### src/rtl/fifo_pkg.sv
// Pointer helpers shared by the write- and read-side controllers of the async FIFO.
// Functions work on 32-bit values; callers cast in and out at their own pointer width.
package fifo_pkg;

    localparam int unsigned MaxPtrWd = 31;

    function automatic logic [31:0] bin2gray(input logic [31:0] bin);
        return bin ^ (bin >> 1);
    endfunction

    // XOR prefix from the MSB down; zero upper bits leave narrower pointers intact.
    function automatic logic [31:0] gray2bin(input logic [31:0] gray);
        logic [31:0] bin;
        bin[31] = gray[31];
        for (int i = 30; i >= 0; i--) begin
            bin[i] = bin[i+1] ^ gray[i];
        end
        return bin;
    endfunction

    function automatic bit ptr_cfg_ok(input int unsigned ptr_wd, input int unsigned depth);
        return (ptr_wd >= 3) && (ptr_wd <= MaxPtrWd) && (depth == (32'd1 << (ptr_wd - 1)));
    endfunction

endpackage

### src/rtl/fifo_wr_ctrl_if.sv
// Write-side FIFO controller bus: request and foreign read pointer in, address and flags out.
interface fifo_wr_ctrl_if #(
    parameter int unsigned PTR_WD = 4
);
    logic              W_INC;
    logic [PTR_WD-1:0] RD_PTR_GRAY;
    logic [PTR_WD-2:0] WR_ADDR;
    logic [PTR_WD-1:0] WR_PTR_GRAY;
    logic              FULL;
    logic              ALMOST_FULL;
    logic              OVERFLOW;

    modport master (
        output W_INC, RD_PTR_GRAY,
        input  WR_ADDR, WR_PTR_GRAY, FULL, ALMOST_FULL, OVERFLOW
    );

    modport slave (
        input  W_INC, RD_PTR_GRAY,
        output WR_ADDR, WR_PTR_GRAY, FULL, ALMOST_FULL, OVERFLOW
    );
endinterface

### src/rtl/sync_ptr.sv
// Multi-stage flop chain carrying a Gray pointer across clock domains.
module sync_ptr #(
    parameter int unsigned WIDTH  = 4,
    parameter int unsigned STAGES = 2
) (
    input  logic             clk_i,
    input  logic             rst_i,
    input  logic [WIDTH-1:0] d_i,
    output logic [WIDTH-1:0] q_o
);
    logic [WIDTH-1:0] stage_q [STAGES];
    logic [WIDTH-1:0] stage_d [STAGES];

    always_comb begin
        stage_d[0] = d_i;
        for (int i = 1; i < STAGES; i++) begin
            stage_d[i] = stage_q[i-1];
        end
    end

    always_ff @(posedge clk_i or posedge rst_i) begin
        if (rst_i) begin
            for (int i = 0; i < STAGES; i++) begin
                stage_q[i] <= '0;
            end
        end else begin
            for (int i = 0; i < STAGES; i++) begin
                stage_q[i] <= stage_d[i];
            end
        end
    end

    assign q_o = stage_q[STAGES-1];
endmodule

### src/rtl/fifo_wr_ctrl.sv
// Async FIFO write-side controller: write pointer, read-pointer sync, FULL/ALMOST_FULL/OVERFLOW.
module fifo_wr_ctrl
    import fifo_pkg::*;
#(
    parameter int unsigned PTR_WD      = 4,
    parameter int unsigned FIFO_DP     = 8,
    parameter int unsigned SYNC_STAGES = 2,
    parameter int unsigned AF_LEVEL    = 6
) (
    input  logic          W_CLK,
    input  logic          W_RST,
    fifo_wr_ctrl_if.slave bus
);
    typedef logic [PTR_WD-1:0] ptr_t;

    if (!ptr_cfg_ok(PTR_WD, FIFO_DP)) begin : g_bad_depth
        $error("FIFO_DP must equal 2**(PTR_WD-1) with PTR_WD >= 3");
    end
    if (SYNC_STAGES < 2) begin : g_bad_sync
        $error("SYNC_STAGES must be at least 2");
    end
    if (AF_LEVEL < 1 || AF_LEVEL > FIFO_DP) begin : g_bad_af
        $error("AF_LEVEL must lie in 1..FIFO_DP");
    end

    ptr_t bin_q, bin_d;
    ptr_t gray_q, gray_d;
    logic full_q, full_d;
    logic af_q, af_d;
    logic ovf_q, ovf_d;
    ptr_t rq, rbin, level;
    logic wr_en;

    sync_ptr #(
        .WIDTH  (PTR_WD),
        .STAGES (SYNC_STAGES)
    ) u_sync_rd (
        .clk_i (W_CLK),
        .rst_i (W_RST),
        .d_i   (bus.RD_PTR_GRAY),
        .q_o   (rq)
    );

    always_comb begin
        wr_en  = bus.W_INC & ~full_q;
        bin_d  = wr_en ? bin_q + ptr_t'(1) : bin_q;
        gray_d = ptr_t'(bin2gray(32'(bin_d)));
        rbin   = ptr_t'(gray2bin(32'(rq)));
        level  = bin_d - rbin;
        // Full when the write pointer has lapped the read pointer: top two Gray bits inverted.
        full_d = (gray_d == {~rq[PTR_WD-1 -: 2], rq[PTR_WD-3:0]});
        af_d   = 32'(level) >= AF_LEVEL;
        ovf_d  = ovf_q | (bus.W_INC & full_q);
    end

    always_ff @(posedge W_CLK or posedge W_RST) begin
        if (W_RST) begin
            bin_q  <= '0;
            gray_q <= '0;
            full_q <= 1'b0;
            af_q   <= 1'b0;
            ovf_q  <= 1'b0;
        end else begin
            bin_q  <= bin_d;
            gray_q <= gray_d;
            full_q <= full_d;
            af_q   <= af_d;
            ovf_q  <= ovf_d;
        end
    end

    assign bus.WR_ADDR     = bin_q[PTR_WD-2:0];
    assign bus.WR_PTR_GRAY = gray_q;
    assign bus.FULL        = full_q;
    assign bus.ALMOST_FULL = af_q;
    assign bus.OVERFLOW    = ovf_q;
endmodule

### src/flat_wrapper.sv
// flat-port wrapper written by rule: the top's interface ports become plain ports
module fifo_wr_ctrl_flat import fifo_pkg::*;
#(
    parameter int unsigned PTR_WD      = 4,
    parameter int unsigned FIFO_DP     = 8,
    parameter int unsigned SYNC_STAGES = 2,
    parameter int unsigned AF_LEVEL    = 6
)
  (W_CLK, W_RST, bus_W_INC, bus_RD_PTR_GRAY, bus_WR_ADDR, bus_WR_PTR_GRAY, bus_FULL, bus_ALMOST_FULL, bus_OVERFLOW);
  fifo_wr_ctrl_if #(.PTR_WD(PTR_WD)) bus_i ();
  input  logic W_CLK;
  input  logic W_RST;
  input wire logic [$bits(bus_i.W_INC)-1:0] bus_W_INC;
  input wire logic [$bits(bus_i.RD_PTR_GRAY)-1:0] bus_RD_PTR_GRAY;
  output wire logic [$bits(bus_i.WR_ADDR)-1:0] bus_WR_ADDR;
  output wire logic [$bits(bus_i.WR_PTR_GRAY)-1:0] bus_WR_PTR_GRAY;
  output wire logic [$bits(bus_i.FULL)-1:0] bus_FULL;
  output wire logic [$bits(bus_i.ALMOST_FULL)-1:0] bus_ALMOST_FULL;
  output wire logic [$bits(bus_i.OVERFLOW)-1:0] bus_OVERFLOW;
  assign bus_i.W_INC = bus_W_INC;
  assign bus_i.RD_PTR_GRAY = bus_RD_PTR_GRAY;
  assign bus_WR_ADDR = bus_i.WR_ADDR;
  assign bus_WR_PTR_GRAY = bus_i.WR_PTR_GRAY;
  assign bus_FULL = bus_i.FULL;
  assign bus_ALMOST_FULL = bus_i.ALMOST_FULL;
  assign bus_OVERFLOW = bus_i.OVERFLOW;
  fifo_wr_ctrl #(.PTR_WD(PTR_WD), .FIFO_DP(FIFO_DP), .SYNC_STAGES(SYNC_STAGES), .AF_LEVEL(AF_LEVEL)) u_core (.W_CLK(W_CLK), .W_RST(W_RST), .bus(bus_i));
endmodule
### config.mk
export PLATFORM = sky130hd
export DESIGN_NAME = fifo_wr_ctrl_flat
export DESIGN_NICKNAME = d
export VERILOG_FILES = /design/src/rtl/fifo_pkg.sv /design/src/rtl/fifo_wr_ctrl_if.sv /design/src/rtl/sync_ptr.sv /design/src/rtl/fifo_wr_ctrl.sv /design/src/flat_wrapper.sv
export SDC_FILE = /design/constraint.sdc
export NUM_CORES = 1
export LEC_CHECK = 0
export BUFFER_PORTS_ARGS = -buffer_cell sky130_fd_sc_hd__buf_4
export CORE_MARGIN = 2
export CORE_UTILIZATION = 46
export CTS_CLUSTER_SIZE = 8
export DETAILED_ROUTE_END_ITERATION = 12
export HOLD_SLACK_MARGIN = 0.08
export PLACE_DENSITY_LB_ADDON = 0.3
export SYNTH_ARGS = -nofsm -noshare
export SYNTH_HDL_FRONTEND = slang
export SYNTH_HIERARCHICAL = 1
export SYNTH_SLANG_ARGS = --single-unit
### constraint.sdc
create_clock -name W_CLK -period 2.15 [get_ports W_CLK]
set_input_delay 0.215 -clock W_CLK [delete_from_list [all_inputs] [get_ports W_CLK]]
set_output_delay 0.215 -clock W_CLK [all_outputs]
set_load 0.01 [all_outputs]
Yosys cells after proc, flatten, opt, wreduce, memory -nomap -nowiden
Cells that the tools add are included.

word-level totals
  RAM bits = 0
  register bits = 19
  bits of input ports = 7
  memory bits (read-only) = 0
  latch bits = 0
  memories kept = 0
  output and inout port bits = 10

cells by class
  reductions and logical operators = 0
  order comparisons = 1
  bitwise logic cells = 9
  $mul = 0
  add/sub/neg operators = 2
  div/mod/pow operators = 0
  shifts and indexed selects = 0
  multiplexer cells = 1
  equal/unequal tests = 1

operators with widths
  kind                                                                   number
  4-bit by 1-bit adder with 4-bit output, second input constant          1
  4-bit == test                                                          1
  4-bit by 3-bit >= comparator with 1-bit output, second input constant  1
  4-bit two-way mux                                                      1
  4-bit subtractor                                                       1
  4-bit by 3-bit bitwise XOR with 4-bit output                           1
  1-bit bitwise XOR                                                      3
  1-bit bitwise AND                                                      2
  2-bit inverter                                                         1
  1-bit inverter                                                         1
  1-bit OR                                                               1

Longest topological paths before layout
  depth in word-level cells = 5
  mapped depth = 8

Cells and area by module
Netlist, hierarchy kept.

modules (own cells, without submodules)
  module        instances  area an instance (um^2)  sequential area each (um^2)  cells an instance
  fifo_wr_ctrl  1          593.1                    250.2                        50
  sync_ptr      1          203.9                    200.2                        9

Worst setup path before layout
No wires, ideal clock.

  path kind = register -> register
  start point = reg u_core.bin_q[0]
  end point = reg u_core.af_q (netlist: u_core/bus.ALMOST_FULL)
  path buffers = 0
  slack = -0.116 ns
  arrival time = 2.135 ns
  required time = 2.019 ns
  library setup time = 0.131 ns
  clock period less this slack = 2.266 ns
  stages on the path, launching flop included = 9
  cells stage by stage = dfrtp_1 -> ha_1 -> mux2i_1 -> inv_1 -> ha_1 -> nor2b_1 -> o21ai_0 -> and3_1 -> or3_1

on the way
  word-level cells in the longest chain between the ends = 4

ends and longest elaborated chain
  item                                            line                RTL
  start, declared                                 fifo_wr_ctrl.sv:26  ptr_t bin_q, bin_d;
  start signal, assigned                          fifo_wr_ctrl.sv:64  bin_q <= bin_d;
  4-bit by 1-bit adder with 4-bit output          fifo_wr_ctrl.sv:46  bin_d = wr_en ? bin_q + ptr_t'(1) : bin_q;
  4-bit two-way mux                               fifo_wr_ctrl.sv:46
  via u_core.bin_d[1]                             fifo_wr_ctrl.sv:26
  4-bit subtractor                                fifo_wr_ctrl.sv:49  level = bin_d - rbin;
  4-bit by 3-bit >= comparator with 1-bit output  fifo_wr_ctrl.sv:52  af_d = 32'(level) >= AF_LEVEL;
  via u_core.af_d                                 fifo_wr_ctrl.sv:29  logic af_q, af_d;
  end signal, assigned                            fifo_wr_ctrl.sv:61  af_q <= 1'b0;
  end signal, assigned                            fifo_wr_ctrl.sv:67  af_q <= af_d;
  end, declared                                   fifo_wr_ctrl.sv:29

The timed path passes the listed nets, and every way through them passes these cells.

Worst setup path in the final report
  start point = reg u_core.u_sync_rd.stage_q, in the netlist u_core/u_sync_rd/q_o[3]
  end point = reg u_core.af_q (netlist: u_core/bus.ALMOST_FULL)

on the way
  word-level cells in the longest chain between the ends = 5

ends and longest elaborated chain
  item                                                line                RTL
  start, declared                                     sync_ptr.sv:11      logic [WIDTH-1:0] stage_q [STAGES];
  start signal, assigned by index                     sync_ptr.sv:28      stage_q[i] <= stage_d[i];
  1-bit bitwise XOR (3 in series)                     fifo_pkg.sv:16      bin[i] = bin[i+1] ^ gray[i];
  4-bit subtractor (*)                                fifo_wr_ctrl.sv:49
  4-bit by 3-bit >= comparator with 1-bit output (*)  fifo_wr_ctrl.sv:52
  via u_core.af_d                                     fifo_wr_ctrl.sv:29

The timed path passes the listed nets; every way through them passes the cells marked *.

==> results.toml <==
[sta]
finalHoldViolations = 0
slew_violations = 0
setup_ws_ns = -0.0264
skew_ns = 0.0101
worstMarginPinSlew_ns = 0.394
fin_setup_tns_ns = -0.0264
rsz0062_at_grt = "yes"
maxSlewHeadroom = 0.737
min_period_over_period = 1.01
fmax_mhz = 459
setup_viol = 1
post-route-min-period_ns = 2.18

[route]
first_iter_violations = 5
drc = 0
viasPerCell = 4.87
wl_per_cell_um = 13.2
first_pass_iters = 3
antenna_left = 0
drt_wl_total_um = 1470
num_vias = 545

[layout]
multi_input_area_um2 = 362
drive_above_1_share = 0.442
diodes = 0
finalNonFillerCells = 112
seq_area_um2 = 453
area_delta_synth_final_pct = 43.2
nNetsFinal = 108
n_fill_cell = 133

[setup_path]
crit_fanout = 2
end_kind = "register"
cp-start-kind = "register"
required_ns = 2.34
crit_arrival_ns = 2.36
slowest_delay_ns = 0.50
critical_path_class = "register to register"
critPathSlowestCell = "fa_1"
crit_chain = "xnor2_2, xor2_2, xnor2_1, ha_2, fa_1, o32ai_1, or3_1"

[synth]
ys_ff_latch = 18
synth_area_leaders = "dfrtp_1 57%, xor2_1 8.8%, ha_1 6.3%"
yosysTopAreaCell = "dfrtp_1"
synthTopCellsByCount = "18 x dfrtp_1, 8 x xor2_1, 7 x inv_1"
synth_top_area_share = 0.565
yosysMostFrequentCell = "dfrtp_1"
ys_warn_count = 6
synth_fp_nets = 71
ys_seq_area_frac = 0.565
synth_edf_count = 0
synth_flop_cell = "dfrtp_1"
ys_types = 20
synthArstFlopShare = 1.00
avgSynthCellArea_um2 = 13.5
synthesis.area_um2 = 797
synthCells = 59

[floorplan]
core_region_area_um2 = 1670
rows = 15
start_util = 0.477
pin_count = 17
die_height_um = 45.6
die-area_um2 = 2080
die_w_um = 45.6

[power_and_ir_drop]
p_comb_frac = 0.580
ir_drop_mv = 0.769
clkPwrFrac = 0.104
p_sw_frac = 0.367
p_seq_frac = 0.316
p_sw_uw = 607
p_int_mw = 1.05
leakagePower_nw = 0.557
cellPowerDensity_nw_per_um2 = 1450

[outcome]
violations = "negative setup slack"
status = "finished with violations"

[global_routing]
grt_pass1_wl_um = 2330
grt_max_degree = 11
overflow = 0
grt_use_total = 0.163
antenna_found_initial = 0
grt_pass1_vias = 574

[cts]
clock_sinks = 18
clk_latency_ns = 0.29
cts.root.buffer_cell = "clkbuf_4"
clk_pin_slew_ns = 0.10
numCtsBuffers = 3
cts_tree = "yes"
h-tree-depth = 1
clk_path_buf_depth = 2

[place]
routabilityCongestion = 0.713
post-place-cells = 97
portBuffers = 16
pre_cts_slack_ns = -0.0831
dp_hpwl_um = 1060

[hold_path]
hp-class = "input port to register"

[flow_run]
cap_violations = 0
-- power by group through the flow --
stage / registers (mW) / logic [mW] / clock network (mW)
2_1_floorplan: 0.573 / 0.526 / 0
3_3_place_gp: 0.526 / 0.862 / 0
3_5_place_dp: 0.532 / 0.885 / 0
4_1_cts: 0.529 / 0.910 / 0.182
5_1_grt: 0.535 / 1.05 / 0.195
6_report: 0.522 / 0.957 / 0.173
-- path summary, 6_finish.rpt --
kind / from / to / slack [ns] / cells after the start
min: bus_W_INC / u_core/bus.OVERFLOW / 0.16 / 2
min in group asynchronous: W_RST / u_core/u_sync_rd/q_o[3] / 0.41 / 3
min reg2reg: u_core/u_sync_rd/stage_d[3] / u_core/u_sync_rd/q_o[3] / 0.35 / 0
max: u_core/u_sync_rd/q_o[3] / u_core/bus.ALMOST_FULL / -0.03 / 7
max reg2reg: u_core/u_sync_rd/q_o[3] / u_core/bus.ALMOST_FULL / -0.03 / 7
max in group asynchronous: W_RST / u_core/bus.FULL / 1.38 / 3
-- cell usage in the layout, fill, tap and decap left out, drive strengths merged, types with 2 or more instances in the layout --
| master | n |
|---|---|
| clkbuf | 4 |
| buf | 27 |
| nand3b | 2 |
| xnor2 | 5 |
| dlygate4sd3 | 5 |
| o21ai | 2 |
| ha | 4 |
| nor2b | 2 |
| inv | 7 |
| xor2 | 8 |
| dfrtp | 18 |
-- worst max-delay path, delay by kind of cell, from the launching register on --
kind / cells / cell delay (ns)
AO/OA/AOI/OAI: 1 / 0.08
flip-flops: 1 / 0.43
XOR/XNOR: 3 / 0.52
adder cells (fa/ha/maj): 2 / 0.68
AND/OR/NAND/NOR: 1 / 0.35
-- cell families after synthesis --
| group | count (synthesis) | synth area share |
|---|---|---|
| flip-flops | 18 | 0.565 |
| XOR/XNOR | 14 | 0.173 |
| AND/OR/NAND/NOR | 9 | 0.0863 |
| buffers and inverters | 7 | 0.0330 |
| AO/OA/AOI/OAI | 5 | 0.0424 |
| adder cells (fa/ha/maj) | 5 | 0.0879 |
| multiplexers | 1 | 0.0126 |
-- state kept, by name, indices dropped and copies added (netlist names) --
signal and cells:
u_core/bin_q 4, u_core/bus.ALMOST_FULL 1, u_core/bus.FULL 1, u_core/bus.OVERFLOW 1, u_core/bus.WR_PTR_GRAY 3, u_core/u_sync_rd/q_o 4
u_core/u_sync_rd/stage_d 4
-- metal layers --
| metal | track usage | share of wire | up-vias |
|---|---|---|---|
| li1 | - | - | 263 |
| met1 | 0.178 | 0.40 | 266 |
| met2 | 0.296 | 0.55 | 16 |
| met3 | 0.0278 | 0.049 | 0 |
| met4 | 0.0882 | 0 | 0 |
| met5 | 0 | 0 | - |
-- through the flow --
| step | cell area (µm²) | hold WS [ns] | utilization | power, mW |
|---|---|---|---|---|
| after floorplan | 825 | 0.0307 | - | 1.10 |
| after global placement | 1000 | 0.174 | 0.601 | 1.39 |
| after detailed placement | 1000 | 0.186 | 0.601 | 1.42 |
| after CTS | 1110 | 0.151 | 0.664 | 1.62 |
| after global routing | 1140 | 0.143 | 0.683 | 1.78 |
| final | 1140 | 0.159 | 0.683 | 1.65 |
-- area by class of cell --
| type | count | share of cell area |
|---|---|---|
| sequential | 18 | 0.397 |
| multi-input combinational | 34 | 0.317 |
| tap | 17 | 0.0186 |
| timing repair buffer | 32 | 0.221 |
| inverter | 7 | 0.0230 |
| clock buffer | 4 | 0.0230 |
-- timing repair --
action	CTS	global route
endpoints found under the hold margin	22	0
resized for setup	2	2
setup endpoints to repair	1	1
setup buffers	2	4
pin swaps	3	1
hold buffers	5	0
Note: power is estimated with default switching activity, not from simulation.
